--- src/rtl/msd_iterative_core_pkg.sv ---
// Shared definitions for the iterative multiply/divide/sqrt core: opcodes, FSM states,
// and the error-result constant.
package msd_iterative_core_pkg;

  typedef enum logic [1:0] {
    OP_DIV     = 2'd0,
    OP_SQRT    = 2'd1,
    OP_MUL     = 2'd2,
    OP_ILLEGAL = 2'd3
  } msd_op_t;

  typedef enum logic [2:0] {
    ST_IDLE,
    ST_LOAD_X,
    ST_LOAD_Y,
    ST_RUN,
    ST_DONE
  } msd_state_t;

  // All-ones pattern of width w (w <= 63); callers cast down to their word width.
  function automatic logic [63:0] err_result(input int unsigned w);
    return (64'd1 << w) - 64'd1;
  endfunction

endpackage

--- src/rtl/msd_iterative_core_if.sv ---
// Operand/result bus of the iterative core: master drives start/load/opcode/data,
// slave returns load requests, status and results.
interface msd_iterative_core_if #(parameter int W = 16);
  logic         start;
  logic         load;
  logic [1:0]   opcode;
  logic [W-1:0] data;
  logic         load_x;
  logic         load_y;
  logic         busy;
  logic [W-1:0] result;
  logic [W-1:0] residue;
  logic         ready_flag;
  logic         error_flag;

  modport master (
    output start, load, opcode, data,
    input  load_x, load_y, busy, result, residue, ready_flag, error_flag
  );

  modport slave (
    input  start, load, opcode, data,
    output load_x, load_y, busy, result, residue, ready_flag, error_flag
  );
endinterface

--- src/rtl/msd_iterative_core_addsub.sv ---
// Plain unsigned add/subtract; the single arithmetic resource shared by all iterations.
module unsigned_adder_substracter #(
  parameter int WIDTH = 18
) (
  input  logic [WIDTH-1:0] a,
  input  logic [WIDTH-1:0] b,
  input  logic             sub,
  output logic [WIDTH-1:0] sum
);
  assign sum = sub ? (a - b) : (a + b);
endmodule

--- src/rtl/msd_iterative_core.sv ---
// Signed multi-cycle mul/div/sqrt core on one shared W+2 add/sub datapath.
// Build option: define MSD_SATURATE_EN to saturate overflow instead of flagging an error.
module msd_iterative_core
  import msd_iterative_core_pkg::*;
#(
  parameter int WORD_LENGHT = 16
) (
  input logic                   clk,
  input logic                   rst,
  msd_iterative_core_if.slave   bus
);
  localparam int W  = WORD_LENGHT;
  localparam int AW = W + 2;
  localparam int CW = $clog2(W) + 1;
  localparam logic [W-1:0] ERR_RESULT = W'(err_result(W));
  localparam logic [W-1:0] POS_MAX    = {1'b0, {(W-1){1'b1}}};
  localparam logic [W-1:0] NEG_MIN    = {1'b1, {(W-1){1'b0}}};

  function automatic logic [W-1:0] mag(input logic [W-1:0] v);
    return v[W-1] ? -v : v;
  endfunction

  msd_state_t    state, state_nxt;
  msd_op_t       op;
  logic [W-1:0]  acc, q, y;
  logic          sx, sy, err_pend;
  logic [CW-1:0] cnt, last_cnt;
  logic [W-1:0]  result_q, residue_q;
  logic          error_q;
  logic [AW-1:0] add_a, add_b, sum;
  logic          add_sub, ge, x_bad, y_bad;
  logic          neg, ovf, fin_err;
  logic [W-1:0]  mres, fin_res, fin_rsd;
  logic          load_x_c, load_y_c, busy_c, ready_c;

  assign last_cnt = (op == OP_SQRT) ? CW'(W/2 - 1) : CW'(W - 1);
  assign x_bad    = (op == OP_SQRT) && bus.data[W-1];
  assign y_bad    = (op == OP_DIV) && (bus.data == '0);
  assign ge       = ~sum[AW-1];

  always_ff @(posedge clk or posedge rst) begin
    if (rst) state <= ST_IDLE;
    else     state <= state_nxt;
  end

  always_comb begin
    state_nxt = state;
    load_x_c  = (state == ST_LOAD_X);
    load_y_c  = (state == ST_LOAD_Y);
    busy_c    = (state == ST_LOAD_X) || (state == ST_LOAD_Y) || (state == ST_RUN);
    ready_c   = (state == ST_DONE);
    if (bus.start) begin
      state_nxt = (msd_op_t'(bus.opcode) == OP_ILLEGAL) ? ST_DONE : ST_LOAD_X;
    end else begin
      case (state)
        ST_LOAD_X: if (bus.load) state_nxt = x_bad ? ST_DONE : ((op == OP_SQRT) ? ST_RUN : ST_LOAD_Y);
        ST_LOAD_Y: if (bus.load) state_nxt = y_bad ? ST_DONE : ST_RUN;
        ST_RUN:    if (cnt == last_cnt) state_nxt = ST_DONE;
        ST_DONE:   state_nxt = ST_IDLE;
        default:   ;
      endcase
    end
  end

  // Operand routing into the shared adder; each op keeps its partial state in acc/q/y.
  always_comb begin
    add_a   = '0;
    add_b   = '0;
    add_sub = 1'b0;
    case (op)
      OP_MUL:  begin add_a = {2'b00, acc}; add_b = q[0] ? {2'b00, y} : '0; end
      OP_DIV:  begin add_a = {1'b0, acc, q[W-1]}; add_b = {2'b00, y}; add_sub = 1'b1; end
      OP_SQRT: begin add_a = {acc, q[W-1:W-2]}; add_b = {y, 2'b01}; add_sub = 1'b1; end
      default: ;
    endcase
  end

  unsigned_adder_substracter #(.WIDTH(AW)) u_addsub (
    .a   (add_a),
    .b   (add_b),
    .sub (add_sub),
    .sum (sum)
  );

  // Sign fix-up and overflow/error selection from the finished magnitudes.
  always_comb begin
    neg     = sx ^ sy;
    ovf     = 1'b0;
    mres    = q;
    fin_rsd = '0;
    case (op)
      OP_MUL:  ovf = (acc != '0) || (neg ? (q > NEG_MIN) : q[W-1]);
      OP_DIV:  begin ovf = !neg && q[W-1]; fin_rsd = sx ? -acc : acc; end
      OP_SQRT: begin mres = y; fin_rsd = acc; end
      default: ;
    endcase
    fin_res = neg ? -mres : mres;
    fin_err = err_pend;
    if (err_pend) begin
      fin_res = ERR_RESULT;
      fin_rsd = '0;
    end else if (ovf) begin
`ifdef MSD_SATURATE_EN
      fin_res = neg ? NEG_MIN : POS_MAX;
      fin_rsd = '0;
`else
      fin_res = ERR_RESULT;
      fin_rsd = '0;
      fin_err = 1'b1;
`endif
    end
  end

  always_ff @(posedge clk or posedge rst) begin
    if (rst) begin
      op        <= OP_DIV;
      acc       <= '0;
      q         <= '0;
      y         <= '0;
      sx        <= 1'b0;
      sy        <= 1'b0;
      err_pend  <= 1'b0;
      cnt       <= '0;
      result_q  <= '0;
      residue_q <= '0;
      error_q   <= 1'b0;
    end else begin
      if (state == ST_DONE) begin
        result_q  <= fin_res;
        residue_q <= fin_rsd;
        error_q   <= fin_err;
      end
      if (bus.start) begin
        op       <= msd_op_t'(bus.opcode);
        error_q  <= 1'b0;
        err_pend <= (msd_op_t'(bus.opcode) == OP_ILLEGAL);
        cnt      <= '0;
      end else begin
        case (state)
          ST_LOAD_X: if (bus.load) begin
            sx       <= bus.data[W-1];
            sy       <= 1'b0;
            q        <= mag(bus.data);
            acc      <= '0;
            y        <= '0;
            err_pend <= x_bad;
          end
          ST_LOAD_Y: if (bus.load) begin
            sy       <= bus.data[W-1];
            err_pend <= y_bad;
            // mul: |X| becomes the multiplicand, |Y| the shifting multiplier
            if (op == OP_MUL) begin y <= q; q <= mag(bus.data); end
            else                    y <= mag(bus.data);
          end
          ST_RUN: begin
            cnt <= cnt + 1'b1;
            case (op)
              OP_MUL: begin
                acc <= sum[W:1];
                q   <= {sum[0], q[W-1:1]};
              end
              OP_DIV: begin
                if (ge) begin acc <= sum[W-1:0]; q <= {q[W-2:0], 1'b1}; end
                else    begin acc <= {acc[W-2:0], q[W-1]}; q <= {q[W-2:0], 1'b0}; end
              end
              OP_SQRT: begin
                q <= {q[W-3:0], 2'b00};
                if (ge) begin acc <= sum[W-1:0];   y <= {y[W-2:0], 1'b1}; end
                else    begin acc <= add_a[W-1:0]; y <= {y[W-2:0], 1'b0}; end
              end
              default: ;
            endcase
          end
          default: ;
        endcase
      end
    end
  end

  assign bus.load_x     = load_x_c;
  assign bus.load_y     = load_y_c;
  assign bus.busy       = busy_c;
  assign bus.ready_flag = ready_c;
  assign bus.result     = ready_c ? fin_res : result_q;
  assign bus.residue    = ready_c ? fin_rsd : residue_q;
  assign bus.error_flag = ready_c ? fin_err : error_q;

endmodule

--- src/flat_wrapper.sv ---
// flat-port wrapper written by rule: the top's interface ports become plain ports
module msd_iterative_core_flat import msd_iterative_core_pkg::*;
#(
  parameter int WORD_LENGHT = 16
)
  (clk, rst, bus_start, bus_load, bus_opcode, bus_data, bus_load_x, bus_load_y, bus_busy, bus_result, bus_residue, bus_ready_flag, bus_error_flag);
  msd_iterative_core_if #(.W((16))) bus_i ();
  input logic clk;
  input logic rst;
  input wire logic [$bits(bus_i.start)-1:0] bus_start;
  input wire logic [$bits(bus_i.load)-1:0] bus_load;
  input wire logic [$bits(bus_i.opcode)-1:0] bus_opcode;
  input wire logic [$bits(bus_i.data)-1:0] bus_data;
  output wire logic [$bits(bus_i.load_x)-1:0] bus_load_x;
  output wire logic [$bits(bus_i.load_y)-1:0] bus_load_y;
  output wire logic [$bits(bus_i.busy)-1:0] bus_busy;
  output wire logic [$bits(bus_i.result)-1:0] bus_result;
  output wire logic [$bits(bus_i.residue)-1:0] bus_residue;
  output wire logic [$bits(bus_i.ready_flag)-1:0] bus_ready_flag;
  output wire logic [$bits(bus_i.error_flag)-1:0] bus_error_flag;
  assign bus_i.start = bus_start;
  assign bus_i.load = bus_load;
  assign bus_i.opcode = bus_opcode;
  assign bus_i.data = bus_data;
  assign bus_load_x = bus_i.load_x;
  assign bus_load_y = bus_i.load_y;
  assign bus_busy = bus_i.busy;
  assign bus_result = bus_i.result;
  assign bus_residue = bus_i.residue;
  assign bus_ready_flag = bus_i.ready_flag;
  assign bus_error_flag = bus_i.error_flag;
  msd_iterative_core #(.WORD_LENGHT(WORD_LENGHT)) u_core (.clk(clk), .rst(rst), .bus(bus_i));
endmodule
--- config.mk ---
export PLATFORM = sky130hd
export DESIGN_NAME = msd_iterative_core_flat
export DESIGN_NICKNAME = d
export VERILOG_FILES = /design/src/rtl/msd_iterative_core_pkg.sv /design/src/rtl/msd_iterative_core_if.sv /design/src/rtl/msd_iterative_core_addsub.sv /design/src/rtl/msd_iterative_core.sv /design/src/flat_wrapper.sv
export SDC_FILE = /design/constraint.sdc
export NUM_CORES = 1
export LEC_CHECK = 0
export ABC_CLOCK_PERIOD_IN_PS = 11130
export BUFFER_PORTS_ARGS = -buffer_cell sky130_fd_sc_hd__buf_2
export CORE_AREA = 2 2 145 147
export CTS_CLUSTER_SIZE = 25
export DETAILED_ROUTE_END_ITERATION = 6
export DIE_AREA = 0 0 147 149
export GPL_TIMING_DRIVEN = 0
export SLEW_MARGIN = 20
export SYNTH_ARGS = -nofsm -noshare
export SYNTH_HDL_FRONTEND = slang
export SYNTH_HIERARCHICAL = 1
export SYNTH_SLANG_ARGS = --single-unit
--- constraint.sdc ---
create_clock -name clk -period 11.13 [get_ports clk]
set_input_delay 2.226 -clock clk [delete_from_list [all_inputs] [get_ports clk]]
set_output_delay 2.226 -clock clk [all_outputs]
set_load 0.05 [all_outputs]
# Word-level counts from Yosys, hierarchy flattened
# Cells that the tools add are included.
# word_totals
regBits	94
input_bits	22
word_cells	118
# classes
addsub	6
n_lt_le_gt_ge	1
eq_ne	16
mux	57
n_bitwise	2
n_reduce_logical	24
# ops
op	n
16-bit two-way mux	20
16-bit case mux with 3 select lines	4
18-bit case mux with 3 select lines	2
16-bit case mux with 2 select lines	2
16-bit negator	3
3-bit two-way mux	7
18-bit adder	1
18-bit two-way mux	1
18-bit subtractor	1
16-bit > comparator (second input constant)	1
16-bit zero test	1
16-bit nonzero test	1
1-bit two-way mux	14
3-bit case mux with 4 select lines	1
4-bit AND reduction	3
5-bit two-way mux	2
3-bit != test (second input constant)	3
3-bit by 2-bit equality test with 1-bit output (second input constant)	2
1-bit case mux with 2 select lines	3
3-bit AND reduction	2
6-bit AND reduction	1
2-bit nonzero test	3
3-bit nonzero test	2
5-bit by 1-bit adder with 5-bit output (second input constant)	1
other kinds (18)	25

# Longest topological paths before layout
# Gate-level depths: netlist of run 1.
# depth
ltp_word	8
ltp_mapped	25
ltp_nobuf	20

# Modules after synthesis
# Netlist of run 1, hierarchy kept.
# by_module_without_submodules
module	n_inst	cells_each	area_each_um2	seq_area_each_um2
msd_iterative_core	1	850	6859.1	2352.3
unsigned_adder_substracter	1	155	1122.3	0.0

# Least setup slack after synthesis of run 1
# No wires, ideal clock.
# synth_path
path_kind	register -> output
from	register u_core.op[0]
to	output port bus_result[12]
arrival_ns	2.814
required_time_ns	8.904
slack_ns	6.090
path_stages_with_launch	12
cell_sequence	dfrtp_1 -> buf_2 -> nand2b_1 -> buf_2 -> buf_1 -> mux2i_1 -> ha_1 -> inv_1 -> a2111oi_4 -> a31oi_1 -> xnor2_1 -> o22a_1
# synth_via
elab_chain_len	7
elab_cells_between_ends	10
cone_classes	add/sub (1); eq/ne (2); mux (6); reduce/logical (1)
# synth_lines
item	line	rtl
start: declaration	msd_iterative_core.sv:24	msd_op_t op;
start signal: assignment	msd_iterative_core.sv:134	op <= msd_op_t'(bus.opcode);
2-bit by 1-bit equality test with 1-bit output	msd_iterative_core.sv:91	case (op)
16-bit two-way mux	msd_iterative_core.sv:91	
16-bit negator	msd_iterative_core.sv:97	fin_res = neg ? -mres : mres;
16-bit two-way mux	msd_iterative_core.sv:97	
16-bit two-way mux *	msd_iterative_core.sv:102	end else if (ovf) begin
16-bit two-way mux *	msd_iterative_core.sv:99	if (err_pend) begin
16-bit two-way mux *	msd_iterative_core.sv:184	assign bus.result = ready_c ? fin_res : result_q;
end: declaration	flat_wrapper.sv:17	output wire logic [$bits(bus_i.result)-1:0] bus_result;
# Every way passes the cells marked *; elsewhere a longest branch is shown, timed or not.

# Worst setup path after layout of run 1
# layout_path
from	register u_core.op[0]
to	register u_core.acc[15]
# layout_via
elab_chain_len	7
elab_cells_between_ends	16
cone_classes	add/sub (2); eq/ne (3); mux (8); reduce/logical (3)
# layout_lines
item	line	rtl
2-bit by 1-bit equality test with 1-bit output (tied with other cells)	msd_iterative_core.sv:70	case (op)
18-bit case mux with 3 select lines *	msd_iterative_core.sv:70	
net u_core.add_b[0]	msd_iterative_core.sv:30	logic [AW-1:0] add_a, add_b, sum;
18-bit adder / 18-bit subtractor (equally long branches)	msd_iterative_core_addsub.sv:10	assign sum = sub ? (a - b) : (a + b);
18-bit two-way mux *	msd_iterative_core_addsub.sv:10	
net u_core.sum[17]	msd_iterative_core.sv:30	
16-bit two-way mux, on equally long branches	msd_iterative_core.sv:168, msd_iterative_core.sv:163	
16-bit case mux with 3 select lines *	msd_iterative_core.sv:157	case (op)
16-bit case mux with 2 select lines *	msd_iterative_core.sv:139	case (state)
end signal: assignment	msd_iterative_core.sv:159	acc <= sum[W:1];
end signal: assignment	msd_iterative_core.sv:168	if (ge) begin acc <= sum[W-1:0]; y <= {y[W-2:0], 1'b1}; end
end signal: assignment	msd_iterative_core.sv:169	else begin acc <= add_a[W-1:0]; y <= {y[W-2:0], 1'b0}; end
end: declaration	msd_iterative_core.sv:25	logic [W-1:0] acc, q, y;
# Mark *: on every way through the listed nets, which the timed path passes. The rest lies on a longest branch.
# A chain may end at the register's enable or synchronous reset.

==> results of run 1 <==
cell families after synthesis:
| family | share of synthesized area |
|---|---|
| buffers and inverters | 0.0567 |
| adder cells (fa/ha/maj) | 0.0370 |
| flip-flops | 0.295 |
| XOR/XNOR | 0.0900 |
| AO/OA/AOI/OAI | 0.266 |
| AND/OR/NAND/NOR | 0.182 |
| multiplexers | 0.0737 |
through the flow:
step / std cells / hold WS (ns) / total power [mW] / cell area [µm²] / utilization
2_1_floorplan: 1005 / 0.464 / 1.91 / 7980 / -
3_3_place_gp: 1336 / 0.472 / 2.31 / 8610 / 0.419
3_5_place_dp: 1337 / 0.477 / 2.33 / 8640 / 0.420
4_1_cts: 1353 / 0.496 / 2.68 / 8950 / 0.436
5_1_grt: 1353 / 0.520 / 2.89 / 8950 / 0.436
6_report: 1353 / 0.488 / 2.68 / 8950 / 0.436
final timing paths:
check                                startpoint              endpoint  cells past startpoint
min in group asynchronous                   rst   u_core/residue_q[3]                      2
setup reg to reg                   u_core/op[0]        u_core/acc[15]                     22
setup / recovery                   u_core/op[0]        u_core/acc[15]                     22
hold reg to reg            u_core/residue_q[11]  u_core/residue_q[11]                      2
max in group asynchronous                   rst    u_core/result_q[3]                      3
hold / removal             u_core/residue_q[11]  u_core/residue_q[11]                      2
area by class of cell:
class / count / area, µm² / share of cell area
multi-input combinational: 803 / 5180 / 0.578
inverter: 23 / 91.3 / 0.0102
tap: 275 / 344 / 0.0384
clock buffer: 9 / 225 / 0.0252
buffer: 85 / 367 / 0.0409
sequential: 94 / 2350 / 0.263
clock inverter: 7 / 91.3 / 0.0102
timing repair buffer: 57 / 308 / 0.0344
Yosys cell counts (all sizes together), types with 3 or more instances:
cell | instances | area, µm²
a211oi | 18 | 145
o21ai | 96 | 480
nand2b | 20 | 125
a32oi | 4 | 35.0
o21bai | 3 | 22.5
o41ai | 3 | 26.3
nand4 | 6 | 37.5
nand2 | 96 | 363
o22a | 16 | 150
nor2 | 121 | 454
o21a | 3 | 22.5
a22o | 13 | 114
or3 | 4 | 25.0
nor2b | 11 | 76.3
or4 | 3 | 26.3
xor2 | 27 | 236
clkbuf | 56 | 213
nor4 | 10 | 77.6
a31oi | 10 | 62.6
nand3 | 6 | 42.5
mux2 | 6 | 67.6
mux2i | 52 | 521
a221oi | 4 | 41.3
nor3 | 15 | 86.3
buf | 29 | 154
a311oi | 12 | 105
inv | 22 | 82.6
a21o | 10 | 75.1
o31ai | 12 | 118
and2 | 7 | 43.8
xnor2 | 55 | 482
a21oi | 105 | 526
ha | 22 | 275
o211ai | 5 | 37.5
dfrtp | 94 | 2350
report_power, final:
group	total [mW]	internal [mW]	switching (mW)	leakage (nW)
Clock	0.336	0.180	0.155	0.157
Combinational	1.79	0.654	1.14	2.34
Sequential	0.554	0.451	0.103	1.18
sequential cells by signal, summed over array words and instances, names as in the netlist:
register          count
u_core/op             2
u_core/residue_q     16
u_core/q             16
u_core/y             16
u_core/sy             1
u_core/err_pend       1
u_core/result_q      16
u_core/error_q        1
u_core/state          3
u_core/cnt            5
u_core/acc           16
u_core/sx             1
critical path, delay by kind of cell (launching register included):
kind,cells,cell delay (ns)
AO/OA/AOI/OAI,8,1.95
XOR/XNOR,1,0.18
adder cells (fa/ha/maj),2,0.59
buffers and inverters,7,2.70
flip-flops,1,0.34
multiplexers,1,0.23
AND/OR/NAND/NOR,3,0.33
metal layers:
layer	vias up	share of wire	wire (µm)	track usage
met2	242	0.48	12100	0.386
met4	0	0.038	949	0.102
met3	47	0.051	1270	0.0306
met5	-	0	0	0
li1	3731	-	-	-
met1	3694	0.43	10800	0.298
==> impl_metrics.csv, run 1 <==
group,metric,value,unit
die,rows,53,
die,die_w,147,µm
die,num_io_pins,59,
yosys,ys_warn_count,6,
worst_setup_path,crit_arrival,6.69,ns
clocking,post_cts_buffers,0,
worst_setup_path,critPathSlowestCell,"buf_1",
sta,finalHoldViolations,0,
yosys,synth_edf_count,0,
sta,rsz0062_at_grt,"false",
worst_setup_path,cp-start-kind,"flip-flop",
yosys,ys_seq_area_frac,0.295,
routing,drc,0,
power_and_ir_drop,p_leak,3.67,nW
clocking,insertion_delay,0.36,ns
grt,grt-ovfl-total,0,
final_layout,nets,1118,
die,dieArea,21900,µm²
final_layout,antenna_cells,0,
power_and_ir_drop,ir_worst_vdd,110,µV
final_layout,drive_above_1_share,0.115,
power_and_ir_drop,powerDensity,299,nW/µm²
routing,vias,7714,
die,die_h,149,µm
grt,gr-usage-all-layers,0.230,
final_layout,areaGrowthSynthToFinish,12.2,%
yosys,synth-main-ff-cell,"dfrtp_1",
routing,ant_nets,0,
worst_setup_path,path_max_fanout,10,
worst_setup_path,cp.required,11.40,ns
yosys,synth_cells,1005,
clocking,cts_hold_buf,0,
final_layout,fillers,2158,
clocking,clock-sinks,94,
sta,slew_headroom,0.360,
sta,final.setup.tns,0,ns
grt,grt_pass1_wl,39700,µm
sta,tightest_slew,0.956,ns
sta,period_share,0.577,
yosys,synth.distinct_cells,75,
place,place_congestion,0.928,
yosys,mappedNetlistNets,1050,
sta,drv_slew,0,
grt,grt_pass1_vias,7147,
worst_setup_path,cp_cell_sequence,"buf_2 > clkbuf_1 > buf_1 > clkbuf_1 > nor2_1 > a21oi_1 > inv_1 > ha_1 > mux2i_1 > ha_1 > nor2b_1 > o21a_1 > a311o_1 > a21oi_1 > o31ai_1 > xnor2_1 > buf_1 > clkbuf_1 > nor2_1 > a211oi_1 > a21oi_1 > o21ai_0",
routing,wl_per_cell,18.5,µm
clocking,cts_root_buffer,"clkbuf_16",
clocking,cts_tree,"yes",
sta,skew,0.0108,ns
sta,fmax,156,MHz
worst_setup_path,critPathCaptureType,"flip-flop",
place,portBuffers,56,
grt,antenna_found_initial,0,
routing,vias_per_cell,5.70,
final_layout,final_common_cell,"nor2_1",
clocking,numCtsBuffers,9,
place,hpwl,19100,µm
routing,drt-pass1-iter-count,6,
clocking,cts_resized,0,
min_path,min_path_type,"flip-flop to flip-flop",
grt,grt_max_degree,50,
final_layout,final_cell_mix,"121 x nor2_1, 105 x a21oi_1, 95 x nand2_1, 95 x o21ai_0, 94 x dfrtp_1",
place,dp_slack,4.95,ns
clocking,htreeDepth,3,
worst_setup_path,r2r_slack,4.71,ns
die,initial_utilization,0.388,
die,coreArea,20600,µm²
yosys,synth-seq-cells,94,
sta,setup_ws,4.71,ns
sta,layout_min_cycle_time,6.42,ns
yosys,synth_area,7980,µm²
outcome,outcome,"complete, no violations",
worst_setup_path,path_class,"flip-flop to flip-flop",
sta,setup_viol,0,
clocking,clkTransAtPathRegs,0.08,ns
yosys,syn_avg_cell_area,7.94,µm²
worst_setup_path,max_stage_delay,0.60,ns
clocking,clock_path_buffers,2,
flow_run,drv_cap,0,
routing,drt_iter0_drc,691,
routing,detail_route.wirelength,25100,µm
yosys,async_flop_share,1.00,
Note: power is estimated with default switching activity, not from simulation.
==> run 2: changes to the inputs <==
ABC_CLOCK_PERIOD_IN_PS = 6600   (was 11130)
clock period = 6.6 ns   (was 11.13 ns; I/O delays follow)
==> run 2 against run 1 <==
  * Utilization about the same
  * Clock power increased by 69%
  * Count of clock-buffer cells in the layout stayed put
  * Non-clock buffer count is the same
  * Critical path depth is the same
  * Via count is essentially flat
  * Sequential cell count did not move
  * First-iteration DRC count decreased by 0.29%
  * Highest routed layer unchanged
==> impl_metrics.csv, run 2 (synthesis gave the netlist of run 1 again) <==
group,metric,value,unit
worst_setup_path,path_class,"flip-flop to flip-flop",
routing,drt-pass1-iter-count,6,
clocking,htreeDepth,3,
worst_setup_path,crit_arrival,6.34,ns
worst_setup_path,worst-r2r-cell-count,22,
routing,wl_per_cell,18.5,µm
routing,drt_iter0_drc,689,
die,initial_utilization,0.388,
routing,drc,0,
worst_setup_path,cp.required,6.87,ns
clocking,clkTransAtPathRegs,0.08,ns
sta,slew_headroom,0.366,
sta,tightest_slew,0.948,ns
power_and_ir_drop,powerDensity,505,nW/µm²
outcome,outcome,"complete, no violations",
sta,layout_min_cycle_time,6.07,ns
final_layout,final_util,0.436,
place,place_congestion,0.928,
place,hpwl,19100,µm
grt,grt_pass1_vias,7147,
sta,setup_viol,0,
routing,detail_route.wirelength,25100,µm
die,coreArea,20600,µm²
grt,grt_pass1_wl,39700,µm
sta,finalHoldViolations,0,
final_layout,areaGrowthSynthToFinish,12.2,%
final_layout,antenna_cells,0,
grt,grt-ovfl-total,0,
final_layout,final_cell_mix,"121 x nor2_1, 105 x a21oi_1, 95 x nand2_1, 95 x o21ai_0, 94 x dfrtp_1",
clocking,cts_root_buffer,"clkbuf_16",
grt,antenna_found_initial,0,
sta,rsz0062_at_grt,"false",
die,num_io_pins,59,
die,dieArea,21900,µm²
sta,skew,0.0108,ns
routing,vias_per_cell,5.70,
routing,ant_nets,0,
clocking,clock_path_buffers,2,
final_layout,nets,1118,
clocking,clock-sinks,94,
die,die_h,149,µm
power_and_ir_drop,ir_worst_vdd,186,µV
sta,fmax,165,MHz
worst_setup_path,critPathCaptureType,"flip-flop",
grt,grt_max_degree,50,
clocking,numCtsBuffers,9,
grt,gr-usage-all-layers,0.230,
min_path,min_path_type,"flip-flop to flip-flop",
clocking,cts_tree,"yes",
final_layout,fillers,2158,
min_path,whs_path_depth,2,
sta,period_share,0.919,
place,portBuffers,56,
sta,drv_slew,0,
worst_setup_path,path_max_fanout,10,
sta,final.setup.tns,0,ns
power_and_ir_drop,p_leak,3.67,nW
die,die_w,147,µm
worst_setup_path,cp-start-kind,"flip-flop",
final_layout,drive_above_1_share,0.117,
die,rows,53,
final_layout,final_common_cell,"nor2_1",
routing,vias,7715,
flow_run,drv_cap,0,
clocking,insertion_delay,0.36,ns
sta,whs,0.488,ns
==> run 2: stage by stage <==
step	total power, mW	std cells	cell area [µm²]	worst slack (ns)
6_report	4.52	1353	8960	0.532
5_1_grt	4.87	1353	8960	0.0908
3_3_place_gp	3.89	1336	8610	0.504
4_1_cts	4.51	1353	8950	0.318
3_5_place_dp	3.93	1337	8640	0.420
2_1_floorplan	3.22	1005	7980	1.90
==> run 2: area by class of cell <==
type                    instances  area [µm²]  area share
plain buffers                  85         369      0.0412
clock buffers                   9         225      0.0251
clock inverters                 7        91.3      0.0102
inverters                      23        91.3      0.0102
multi-input cells             803        5180       0.578
flip-flops and latches         94        2350       0.263
well taps                     275         344      0.0384
repair buffers                 57         308      0.0344
==> run 2: final timing paths <==
kind	slack [ns]	end	startpoint
min	0.49	u_core/residue_q[11]	u_core/residue_q[11]
max reg2reg	0.53	u_core/acc[15]	u_core/op[0]
max in group asynchronous	4.99	u_core/result_q[3]	rst
min in group asynchronous	0.99	u_core/residue_q[3]	rst
min reg2reg	0.49	u_core/residue_q[11]	u_core/residue_q[11]
max	0.53	u_core/acc[15]	u_core/op[0]
==> run 2: critical path, cell delays in order, from the launching register on <==
cell      delay, ns
dfrtp_1        0.38
buf_2          0.18
clkbuf_2       0.27
buf_2          0.31
a21oi_1        0.48
clkbuf_1       0.38
and2_1         0.22
inv_1          0.05
ha_1           0.26
mux2i_1        0.23
ha_1           0.29
nor2b_1        0.13
o21a_1         0.19
a311o_1        0.42
a21oi_1        0.39
o31ai_1        0.17
xnor2_1        0.18
buf_1          0.30
clkbuf_1       0.50
nor2_1         0.10
a211oi_1       0.23
a21oi_1        0.08
o21ai_0        0.21
==> run 2: routing by layer <==
layer / share of wire / vias up / track usage / routed length, µm
li1: - / 3728 / - / -
met1: 0.43 / 3689 / 0.298 / 10800
met2: 0.48 / 249 / 0.386 / 12100
met3: 0.049 / 49 / 0.0306 / 1220
met4: 0.038 / 0 / 0.102 / 953
met5: 0 / - / 0 / 0
==> run 2: repair_timing <==
action                                  in CTS  in global routing
hold buffers                                 0                  0
buffers inserted                             0                  0
endpoints found under the setup margin       0                 18
gates resized for setup                      0                  3
==> run 2: where the power goes <==
group	internal, mW	switching (mW)	total, mW
registers	0.760	0.174	0.934
logic	1.10	1.92	3.02
clock network	0.304	0.262	0.567
total	2.17	2.36	4.52
